--- config.mk ---
export PLATFORM = sky130hd
export DESIGN_NAME = seq_alu_flat
export DESIGN_NICKNAME = d
export VERILOG_FILES = /design/src/rtl/seq_alu_if.sv /design/src/rtl/seq_alu.sv /design/src/flat_wrapper.sv
export SDC_FILE = /design/constraint.sdc
export NUM_CORES = 1
export LEC_CHECK = 0
export CAP_MARGIN = 20
export CORE_ASPECT_RATIO = 1.5
export CORE_UTILIZATION = 35
export CTS_BUF_LIST = sky130_fd_sc_hd__clkbuf_2 sky130_fd_sc_hd__clkbuf_4 sky130_fd_sc_hd__clkbuf_8
export CTS_CLUSTER_DIAMETER = 100
export CTS_CLUSTER_SIZE = 24
export DETAILED_ROUTE_END_ITERATION = 7
export SLEW_MARGIN = 20
export SYNTH_ARGS = -nofsm -noshare
export SYNTH_HDL_FRONTEND = slang
export SYNTH_SLANG_ARGS = --single-unit
--- constraint.sdc ---
create_clock -name clk -period 6.94 [get_ports clk]
set_clock_uncertainty 0.2 [all_clocks]
set_input_delay 0.694 -clock clk [delete_from_list [all_inputs] [get_ports clk]]
set_output_delay 0.694 -clock clk [all_outputs]
set_load 0.005 [all_outputs]
--- src/rtl/seq_alu_if.sv ---
// Start/valid request bus for seq_alu: operands and op in, registered result and flags out.
interface seq_alu_if #(
  parameter int unsigned WIDTH = 32
);
  logic             start;
  logic [3:0]       op;
  logic [WIDTH-1:0] A;
  logic [WIDTH-1:0] B;
  logic             ready;
  logic             busy;
  logic             valid;
  logic [WIDTH-1:0] result;
  logic             zero;
  logic             neg;

  modport master (
    output start, op, A, B,
    input  ready, busy, valid, result, zero, neg
  );

  modport slave (
    input  start, op, A, B,
    output ready, busy, valid, result, zero, neg
  );
endinterface

--- src/rtl/seq_alu.sv ---
// Multi-cycle ALU: single-cycle integer/shift ops plus iterative shift-add multiply
// and restoring divide, all behind a start/valid handshake with registered result and flags.
module seq_alu #(
  parameter int unsigned WIDTH = 32
) (
  input  logic       clk,
  input  logic       rst_n,
  seq_alu_if.slave   bus
);

  localparam int unsigned SHW = $clog2(WIDTH);
  localparam int unsigned W2  = 2 * WIDTH;
  localparam logic [WIDTH-1:0] MIN_NEG = {1'b1, {(WIDTH-1){1'b0}}};

  localparam logic [3:0] OP_ADD   = 4'd0;
  localparam logic [3:0] OP_SUB   = 4'd1;
  localparam logic [3:0] OP_AND   = 4'd2;
  localparam logic [3:0] OP_OR    = 4'd3;
  localparam logic [3:0] OP_SLT   = 4'd4;
  localparam logic [3:0] OP_SLTU  = 4'd5;
  localparam logic [3:0] OP_XOR   = 4'd6;
  localparam logic [3:0] OP_SLL   = 4'd7;
  localparam logic [3:0] OP_SRL   = 4'd8;
  localparam logic [3:0] OP_SRA   = 4'd9;
  localparam logic [3:0] OP_MUL   = 4'd10;
  localparam logic [3:0] OP_MULHU = 4'd11;
  localparam logic [3:0] OP_DIV   = 4'd12;
  localparam logic [3:0] OP_DIVU  = 4'd13;
  localparam logic [3:0] OP_REM   = 4'd14;
  localparam logic [3:0] OP_REMU  = 4'd15;

  typedef enum logic [1:0] {
    IDLE = 2'd0,
    CALC = 2'd1,
    DONE = 2'd2
  } state_t;

  state_t           state, state_nxt;
  logic [SHW-1:0]   cnt;
  logic [3:0]       op_q;
  logic [WIDTH-1:0] mcand;
  logic [W2-1:0]    acc;
  logic [WIDTH-1:0] rem;
  logic [WIDTH-1:0] quot;
  logic             q_neg, r_neg;
  logic             special;
  logic [WIDTH-1:0] special_res;

  logic             ready_q, busy_q, valid_q, zero_q, neg_q;
  logic [WIDTH-1:0] result_q;

  logic [SHW-1:0]   shamt;
  logic [WIDTH-1:0] alu_res;
  logic             is_iter, is_mul, is_div, is_sdiv, is_rem;
  logic             a_sgn, b_sgn, b_zero, div_ovf;
  logic [WIDTH-1:0] a_mag, b_mag, spec_res;
  logic [WIDTH:0]   hi_sum, rem_sh;
  logic [W2-1:0]    acc_step;
  logic             rem_fit;
  logic [WIDTH-1:0] rem_step, quot_step, iter_res;
  logic             ld_res, ld_iter;
  logic [WIDTH-1:0] res_nxt;

  assign shamt = bus.B[SHW-1:0];

  // Single-cycle datapath, evaluated on the live request operands
  always_comb begin : alu_comb
    alu_res = '0;
    case (bus.op)
      OP_ADD:  alu_res = bus.A + bus.B;
      OP_SUB:  alu_res = bus.A - bus.B;
      OP_AND:  alu_res = bus.A & bus.B;
      OP_OR:   alu_res = bus.A | bus.B;
      OP_SLT:  alu_res = WIDTH'($signed(bus.A) < $signed(bus.B));
      OP_SLTU: alu_res = WIDTH'(bus.A < bus.B);
      OP_XOR:  alu_res = bus.A ^ bus.B;
      OP_SLL:  alu_res = bus.A << shamt;
      OP_SRL:  alu_res = bus.A >> shamt;
      OP_SRA:  alu_res = WIDTH'($signed(bus.A) >>> shamt);
      default: alu_res = '0;
    endcase
  end

  // Operand conditioning for the iterative ops; special divide cases settled up front
  always_comb begin : prep_comb
    is_iter  = (bus.op >= OP_MUL);
    is_mul   = (bus.op == OP_MUL) || (bus.op == OP_MULHU);
    is_div   = is_iter && !is_mul;
    is_sdiv  = (bus.op == OP_DIV) || (bus.op == OP_REM);
    is_rem   = (bus.op == OP_REM) || (bus.op == OP_REMU);
    a_sgn    = is_sdiv && bus.A[WIDTH-1];
    b_sgn    = is_sdiv && bus.B[WIDTH-1];
    a_mag    = a_sgn ? -bus.A : bus.A;
    b_mag    = b_sgn ? -bus.B : bus.B;
    b_zero   = (bus.B == '0);
    div_ovf  = is_sdiv && (bus.A == MIN_NEG) && (bus.B == '1);
    spec_res = '0;
    if (b_zero) begin
      spec_res = is_rem ? bus.A : '1;
    end else if (div_ovf) begin
      spec_res = is_rem ? '0 : bus.A;
    end
  end

  // One multiply step and one restoring-divide step per CALC cycle
  always_comb begin : step_comb
    hi_sum    = {1'b0, acc[W2-1:WIDTH]} + (acc[0] ? {1'b0, mcand} : '0);
    acc_step  = {hi_sum, acc[WIDTH-1:1]};
    rem_sh    = {rem, quot[WIDTH-1]};
    rem_fit   = (rem_sh >= {1'b0, mcand});
    rem_step  = rem_fit ? WIDTH'(rem_sh - {1'b0, mcand}) : rem_sh[WIDTH-1:0];
    quot_step = {quot[WIDTH-2:0], rem_fit};
    case (op_q)
      OP_MUL:          iter_res = acc_step[WIDTH-1:0];
      OP_MULHU:        iter_res = acc_step[W2-1:WIDTH];
      OP_DIV, OP_DIVU: iter_res = q_neg ? -quot_step : quot_step;
      default:         iter_res = r_neg ? -rem_step : rem_step;
    endcase
    if (special) begin
      iter_res = special_res;
    end
  end

  always_comb begin : fsm_comb
    state_nxt = state;
    ld_res    = 1'b0;
    ld_iter   = 1'b0;
    res_nxt   = alu_res;
    case (state)
      IDLE: begin
        if (bus.start) begin
          if (is_iter) begin
            state_nxt = CALC;
            ld_iter   = 1'b1;
          end else begin
            state_nxt = DONE;
            ld_res    = 1'b1;
          end
        end
      end
      CALC: begin
        if (cnt == SHW'(WIDTH - 1)) begin
          state_nxt = DONE;
          ld_res    = 1'b1;
          res_nxt   = iter_res;
        end
      end
      DONE:    state_nxt = IDLE;
      default: state_nxt = IDLE;
    endcase
  end

  always_ff @(posedge clk) begin
    if (!rst_n) begin
      state       <= IDLE;
      ready_q     <= 1'b1;
      busy_q      <= 1'b0;
      valid_q     <= 1'b0;
      result_q    <= '0;
      zero_q      <= 1'b1;
      neg_q       <= 1'b0;
      cnt         <= '0;
      op_q        <= '0;
      mcand       <= '0;
      acc         <= '0;
      rem         <= '0;
      quot        <= '0;
      q_neg       <= 1'b0;
      r_neg       <= 1'b0;
      special     <= 1'b0;
      special_res <= '0;
    end else begin
      state   <= state_nxt;
      ready_q <= (state_nxt == IDLE);
      busy_q  <= (state_nxt == CALC);
      valid_q <= (state_nxt == DONE);
      if (ld_res) begin
        result_q <= res_nxt;
        zero_q   <= (res_nxt == '0);
        neg_q    <= res_nxt[WIDTH-1];
      end
      if (ld_iter) begin
        op_q        <= bus.op;
        mcand       <= is_mul ? bus.A : b_mag;
        acc         <= {WIDTH'(0), bus.B};
        rem         <= '0;
        quot        <= a_mag;
        cnt         <= '0;
        q_neg       <= a_sgn ^ b_sgn;
        r_neg       <= a_sgn;
        special     <= is_div && (b_zero || div_ovf);
        special_res <= spec_res;
      end else if (state == CALC) begin
        acc  <= acc_step;
        rem  <= rem_step;
        quot <= quot_step;
        cnt  <= cnt + SHW'(1);
      end
    end
  end

  assign bus.ready  = ready_q;
  assign bus.busy   = busy_q;
  assign bus.valid  = valid_q;
  assign bus.result = result_q;
  assign bus.zero   = zero_q;
  assign bus.neg    = neg_q;

endmodule

--- src/flat_wrapper.sv ---
// flat-port wrapper written by rule: the top's interface ports become plain ports
module seq_alu_flat 
#(
  parameter int unsigned WIDTH = 32
)
  (clk, rst_n, bus_start, bus_op, bus_A, bus_B, bus_ready, bus_busy, bus_valid, bus_result, bus_zero, bus_neg);
  seq_alu_if #(.WIDTH(WIDTH)) bus_i ();
  input  logic clk;
  input  logic rst_n;
  input wire logic [$bits(bus_i.start)-1:0] bus_start;
  input wire logic [$bits(bus_i.op)-1:0] bus_op;
  input wire logic [$bits(bus_i.A)-1:0] bus_A;
  input wire logic [$bits(bus_i.B)-1:0] bus_B;
  output wire logic [$bits(bus_i.ready)-1:0] bus_ready;
  output wire logic [$bits(bus_i.busy)-1:0] bus_busy;
  output wire logic [$bits(bus_i.valid)-1:0] bus_valid;
  output wire logic [$bits(bus_i.result)-1:0] bus_result;
  output wire logic [$bits(bus_i.zero)-1:0] bus_zero;
  output wire logic [$bits(bus_i.neg)-1:0] bus_neg;
  assign bus_i.start = bus_start;
  assign bus_i.op = bus_op;
  assign bus_i.A = bus_A;
  assign bus_i.B = bus_B;
  assign bus_ready = bus_i.ready;
  assign bus_busy = bus_i.busy;
  assign bus_valid = bus_i.valid;
  assign bus_result = bus_i.result;
  assign bus_zero = bus_i.zero;
  assign bus_neg = bus_i.neg;
  seq_alu #(.WIDTH(WIDTH)) u_core (.clk(clk), .rst_n(rst_n), .bus(bus_i));
endmodule
[Word level (Yosys, flattened, before mapping)]
Cells that the tools add are included.
Word-level totals
  logic and storage cells: 113
  bits of input ports: 71
  flip-flop bits (word level): 243
Cells by class
  shift-type cells: 3
  add/sub/neg operators: 9
  bitwise operators: 5
  reduce and logical (&&, ||, !) cells: 19
  equal/unequal tests: 24
  $lt $le $gt $ge: 4
  mux-type cells: 31
Operators with widths (number)
  two-way mux 32 bit: 18
  case mux 32 bit (10 select lines): 1
  negator 32 bit: 4
  case mux 32 bit (3 select lines): 1
  equality test 32 bit (second input constant): 2
  zero test 32 bit: 2
  < comparator 32 bit: 2
  subtractor 32 bit: 2
  equality test 4 bit (second input constant): 11
  adder 32 x 32 -> 33 bit: 1
  >= comparator 33 x 32 -> 1 bit: 1
  adder 32 bit: 1
  bitwise AND 32 bit: 1
  OR 32 bit: 1
  left shift 32 x 5 -> 32 bit: 1
  >> shifter 32 x 5 -> 32 bit: 1
  >>> shifter 32 x 5 -> 32 bit: 1
  bitwise XOR 32 bit: 1
  equality test 4 x 3 -> 1 bit (second input constant): 4
  equality test 4 x 2 -> 1 bit (second input constant): 2
  logical AND 1 bit: 6
  two-way mux 1 bit: 6
  two-way mux 2 bit: 3
  adder 5 x 1 -> 5 bit (second input constant): 1
  other kinds (15): 21

[Longest topological paths before layout]
Gate-level depths: netlist of the first run.
  depth after elaboration: 9
  depth in mapped cells: 30
  gate-level depth less buffers: 24

[Least setup slack after synthesis of the first run]
Ideal clock, no wire load.
  path kind: reg2reg
  from: reg u_core.rem[9]
  to: reg u_core.zero_q, in the netlist u_core.bus.zero
  data required time: 6.681 ns
  period minus slack after synthesis: 6.389 ns
  path slack: 0.551 ns
  setup time: 0.059 ns
  cell stages (with the launch flop): 30
  data arrival time: 6.130 ns
  path buffers: 6
  cell sequence: dfxtp_1 -> ha_1 -> buf_2 -> nand4_2 -> nor3_1 -> nand4_1 -> and3_1 -> buf_2 -> nand2_2 -> buf_2 -> buf_4 -> buf_2 -> buf_1 -> nand2_1 -> o21ai_0 -> ha_1 -> nand2b_1 -> or3_1 -> or2_2 -> or3_1 -> nor4_1 -> a31o_2 -> nand2_1 -> o211ai_1 -> o41ai_1 -> a211oi_1 -> nand4_1 -> or4_4 -> nor4b_2 -> a31o_1
On the way
  longest elaborated chain between the ends: 9
Ends and longest elaborated chain
  from (decl): RTL line seq_alu.sv:43  | logic [WIDTH-1:0] rem;
  from (signal assigned): RTL line seq_alu.sv:195  | rem <= rem_step;
  subtractor 32 bit or >= comparator 33 x 32 -> 1 bit (tied branches): RTL line seq_alu.sv:111, seq_alu.sv:110
  two-way mux 32 bit: RTL line seq_alu.sv:111  | rem_step = rem_fit ? WIDTH'(rem_sh - {1'b0, mcand}) : rem_sh[WIDTH-1:0];
  negator 32 bit: RTL line seq_alu.sv:117  | default: iter_res = r_neg ? -rem_step : rem_step;
  two-way mux 32 bit: RTL line seq_alu.sv:117
  case mux 32 bit (3 select lines) *: RTL line seq_alu.sv:113  | case (op_q)
  two-way mux 32 bit *: RTL line seq_alu.sv:119  | if (special) begin
  two-way mux 32 bit *: RTL line seq_alu.sv:142  | if (cnt == SHW'(WIDTH - 1)) begin
  two-way mux 32 bit *: RTL line seq_alu.sv:129  | case (state)
  zero test 32 bit *: RTL line seq_alu.sv:179  | zero_q <= (res_nxt == '0);
  to (signal assigned): RTL line seq_alu.sv:179
  to (decl): RTL line seq_alu.sv:49  | logic ready_q, busy_q, valid_q, zero_q, neg_q;
Every way passes the cells marked *; elsewhere a longest branch is shown, timed or not.
A chain may end at the register's enable or synchronous reset.

[Worst setup path after layout of the first run]
Same ends and word-level chain as after synthesis.

==> flow_summary.toml, run 1 <==
[sta]
setup_ws_ns = 0.352
setup_viol_count_final = 0
hold_viol = 0
worstMarginPinSlew_ns = 1.16
slew_viol_final = 0
min_period_over_period_pct = 94.9
timing.hold.ws_ns = 0.262
rsz0062_at_grt = "false"
fin_crit_ns = 6.59
fmax_mhz = 152
slew_headroom_pct = 22.7
fin_tns_setup_ns = 0

[placed_design]
place_inst = 4838
numPortBuffers = 107
gp_congestion = 1.11
dpl_worst_slack_ns = 0.469
hpwlAfterDp_microns = 115000

[clock_tree]
clock-sinks = 242
clock_path_buffers = 3
path_clk_slew_ns = 0.17
cts_hold_buf = 0
htreeDepth = 1
clock_latency_ns = 0.62
post_cts_buffers = 0
cts-buffers-inserted = 14
cts_tree = "done"
root_buffer = "clkbuf_8"

[yosys]
yosysTopAreaCell = "dfxtp_1"
synth.distinct_cells = 108
ys_ff_latch = 242
synth.cell_area_sq_um = 27000
synth-edff-count = 0
syn-instance-count = 3832
ys_seq_area_share_pct = 17.9
yosys_warnings = 0
synth_flop_cell = "dfxtp_1"
syn_nets = 4075
synth_top_area_share_pct = 17.9
avgSynthCellArea_sq_um = 7.04
ys_top_cells_by_area = "dfxtp_1 18%, ha_1 7.8%, a21oi_1 6.6%, nor2_1 6.6%, nand2_1 6.0%"
async_flop_share_pct = 0

[final_layout]
syn_to_final_growth_pct = 11.3
seq_area_sq_um = 4840
final_cells = 4875
multiInputGateArea_sq_um = 20500
mostFrequentLayoutCell = "nor2_1"
drive_gt1_share_pct = 9.95
layout_common_cells = "472 x nor2_1, 433 x nand2_1, 356 x a21oi_1"
final_nets = 4092
nFillCells = 8215

[floorplan]
die_w_microns = 229
die-area_sq_um = 78300
start_util_pct = 35.4
die_h_microns = 342
core-area_sq_um = 76300
ioPinCount = 108
rows = 124

[setup_path]
reg2reg_from = "u_core.rem[9]"
cp_data_arrival_time_ns = 6.97
start_kind = "flop"
crit_type = "reg2reg"
path_max_fanout = 12
reg2regPathDepth = 22
required_ns = 7.32
reg2reg_to = "u_core.bus.zero"
r2r_slack_ns = 0.35
endpoint_kind = "flop"

[power]
power_mw = 5.52
powerDensity_nw_per_um2 = 184
p_leak_nw = 11.3
peakVddDrop_v = 0.000124

[hold_path]
holdPathStages = 2
min-delay-start = "u_core.bus.result[21]"
hp-class = "reg2reg"
min_to = "u_core.bus.result[21]"

[drt]
drt_pass1_iterations = 7
viasPerCell = 6.59
routedWlPerCell_microns = 31.2
wl_microns = 152000
ant_nets = 0
drc = 0
drt-initial-drc-count = 3881
vias = 32100

[global_route]
grt_max_degree = 149
grt_antenna_before_repair = 18
grt_pass1_wl_microns = 217000
grt_util_all_layers_pct = 38.1
globalRouteOverflowTotal = 0
grt_pass1_vias = 30100

[job]
cap_violations = 0

[status]
status = "complete, no violations"
[repair_timing]
item,4_1_cts,5_1_grt
setup endpoints to repair,0,1
resized for setup,0,1
endpoints found under the hold margin,0,0
[through the flow]
stage / util (%) / area (sq um)
3_5_place_dp: 38.9 / 29700
6_report: 39.4 / 30100
3_3_place_gp: 38.9 / 29700
4_1_cts: 39.2 / 29900
2_1_floorplan: - / 27000
5_1_grt: 39.3 / 30000
[registers in the layout, summed over array words and instances (netlist names)]
| register | cells |
|---|---|
| u_core.acc | 64 |
| u_core.bus.busy | 1 |
| u_core.bus.ready | 1 |
| u_core.bus.result | 32 |
| u_core.bus.valid | 1 |
| u_core.bus.zero | 1 |
| u_core.cnt | 5 |
| u_core.mcand | 32 |
| u_core.op_q | 4 |
| u_core.q_neg | 1 |
| u_core.quot | 32 |
| u_core.r_neg | 1 |
| u_core.rem | 32 |
| u_core.special | 1 |
| u_core.special_res | 32 |
| u_core.state | 2 |
[per-layer routing]
metal	global-route usage [%]	share of wire, %	vias to the layer above
met5	0	0.022	-
met4	37.4	12	6
met3	9.58	8.7	741
met2	62.3	46	2006
met1	39.5	33	15300
li1	-	-	14100
[report_power, final]
part	switching (mW)	internal [mW]	total (mW)	leakage, nW
sequential	0.0825	1.46	1.54	1.97
combinational	2.16	1.08	3.24	9.18
clock	0.533	0.208	0.741	0.120
total	2.77	2.74	5.52	11.3
[logic make-up after synthesis]
group | share of synthesized area [%]
buffers and inverters | 6.75
multiplexers | 6.81
AND/OR/NAND/NOR | 23.3
AO/OA/AOI/OAI | 31.4
XOR/XNOR | 5.68
flip-flops | 17.9
adder cells (fa/ha/maj) | 8.08
[cells in the mapped netlist, types with 61 or more instances]
library cell and instances:
a211oi_1 116, a21oi_1 358, a31oi_1 61, clkbuf_1 243
dfxtp_1 242, ha_1 168, inv_1 162, nand2_1 435
nand3_1 75, nor2_1 477, nor3_1 73, o21ai_0 230
xnor2_1 129
[critical path, cell delays in order (launching register included)]
cell,delay (ns)
dfxtp_1,0.49
ha_1,0.41
a21oi_1,0.26
o21ai_1,0.09
buf_4,0.16
a221o_1,0.44
o21ai_4,0.19
nand2_2,0.24
inv_2,0.13
ha_1,0.22
nor3b_1,0.32
nand3_1,0.22
or3_1,0.58
or2_2,0.37
o21ai_0,0.24
xnor2_1,0.09
a221oi_1,0.52
o221ai_1,0.35
a31oi_1,0.24
o211a_1,0.24
nand4_1,0.14
nor4b_2,0.25
a31o_1,0.16
[how the worst max path moves through the flow]
| stage | startpoint | endpoint |
|---|---|---|
| 4_1_cts | u_core.rem[9] | u_core.bus.zero |
| 2_1_floorplan | u_core.rem[9] | u_core.bus.zero |
| 5_1_grt | u_core.rem[9] | u_core.bus.zero |
| 6_report | u_core.rem[9] | u_core.bus.zero |
| 3_3_place_gp | u_core.rem[9] | u_core.bus.zero |
| 3_5_place_dp | u_core.mcand[26] | u_core.bus.zero |
[final cells by class]
| class | instances | area share, % |
|---|---|---|
| antenna | 17 | 0.142 |
| clock buffer | 15 | 0.687 |
| clock inverter | 2 | 0.0833 |
| inverter | 166 | 2.08 |
| multi-input combinational | 3120 | 68.1 |
| sequential | 242 | 16.1 |
| tap | 1008 | 4.20 |
| timing repair buffer | 305 | 8.60 |
(Power assumes the default switching activity.)
==> inputs of run 2 (changes only) <==
- TNS_END_PERCENT: not set -> 50
==> results of run 2 <==
No change in the layout: final DEF, timing and power equal those of run 1.
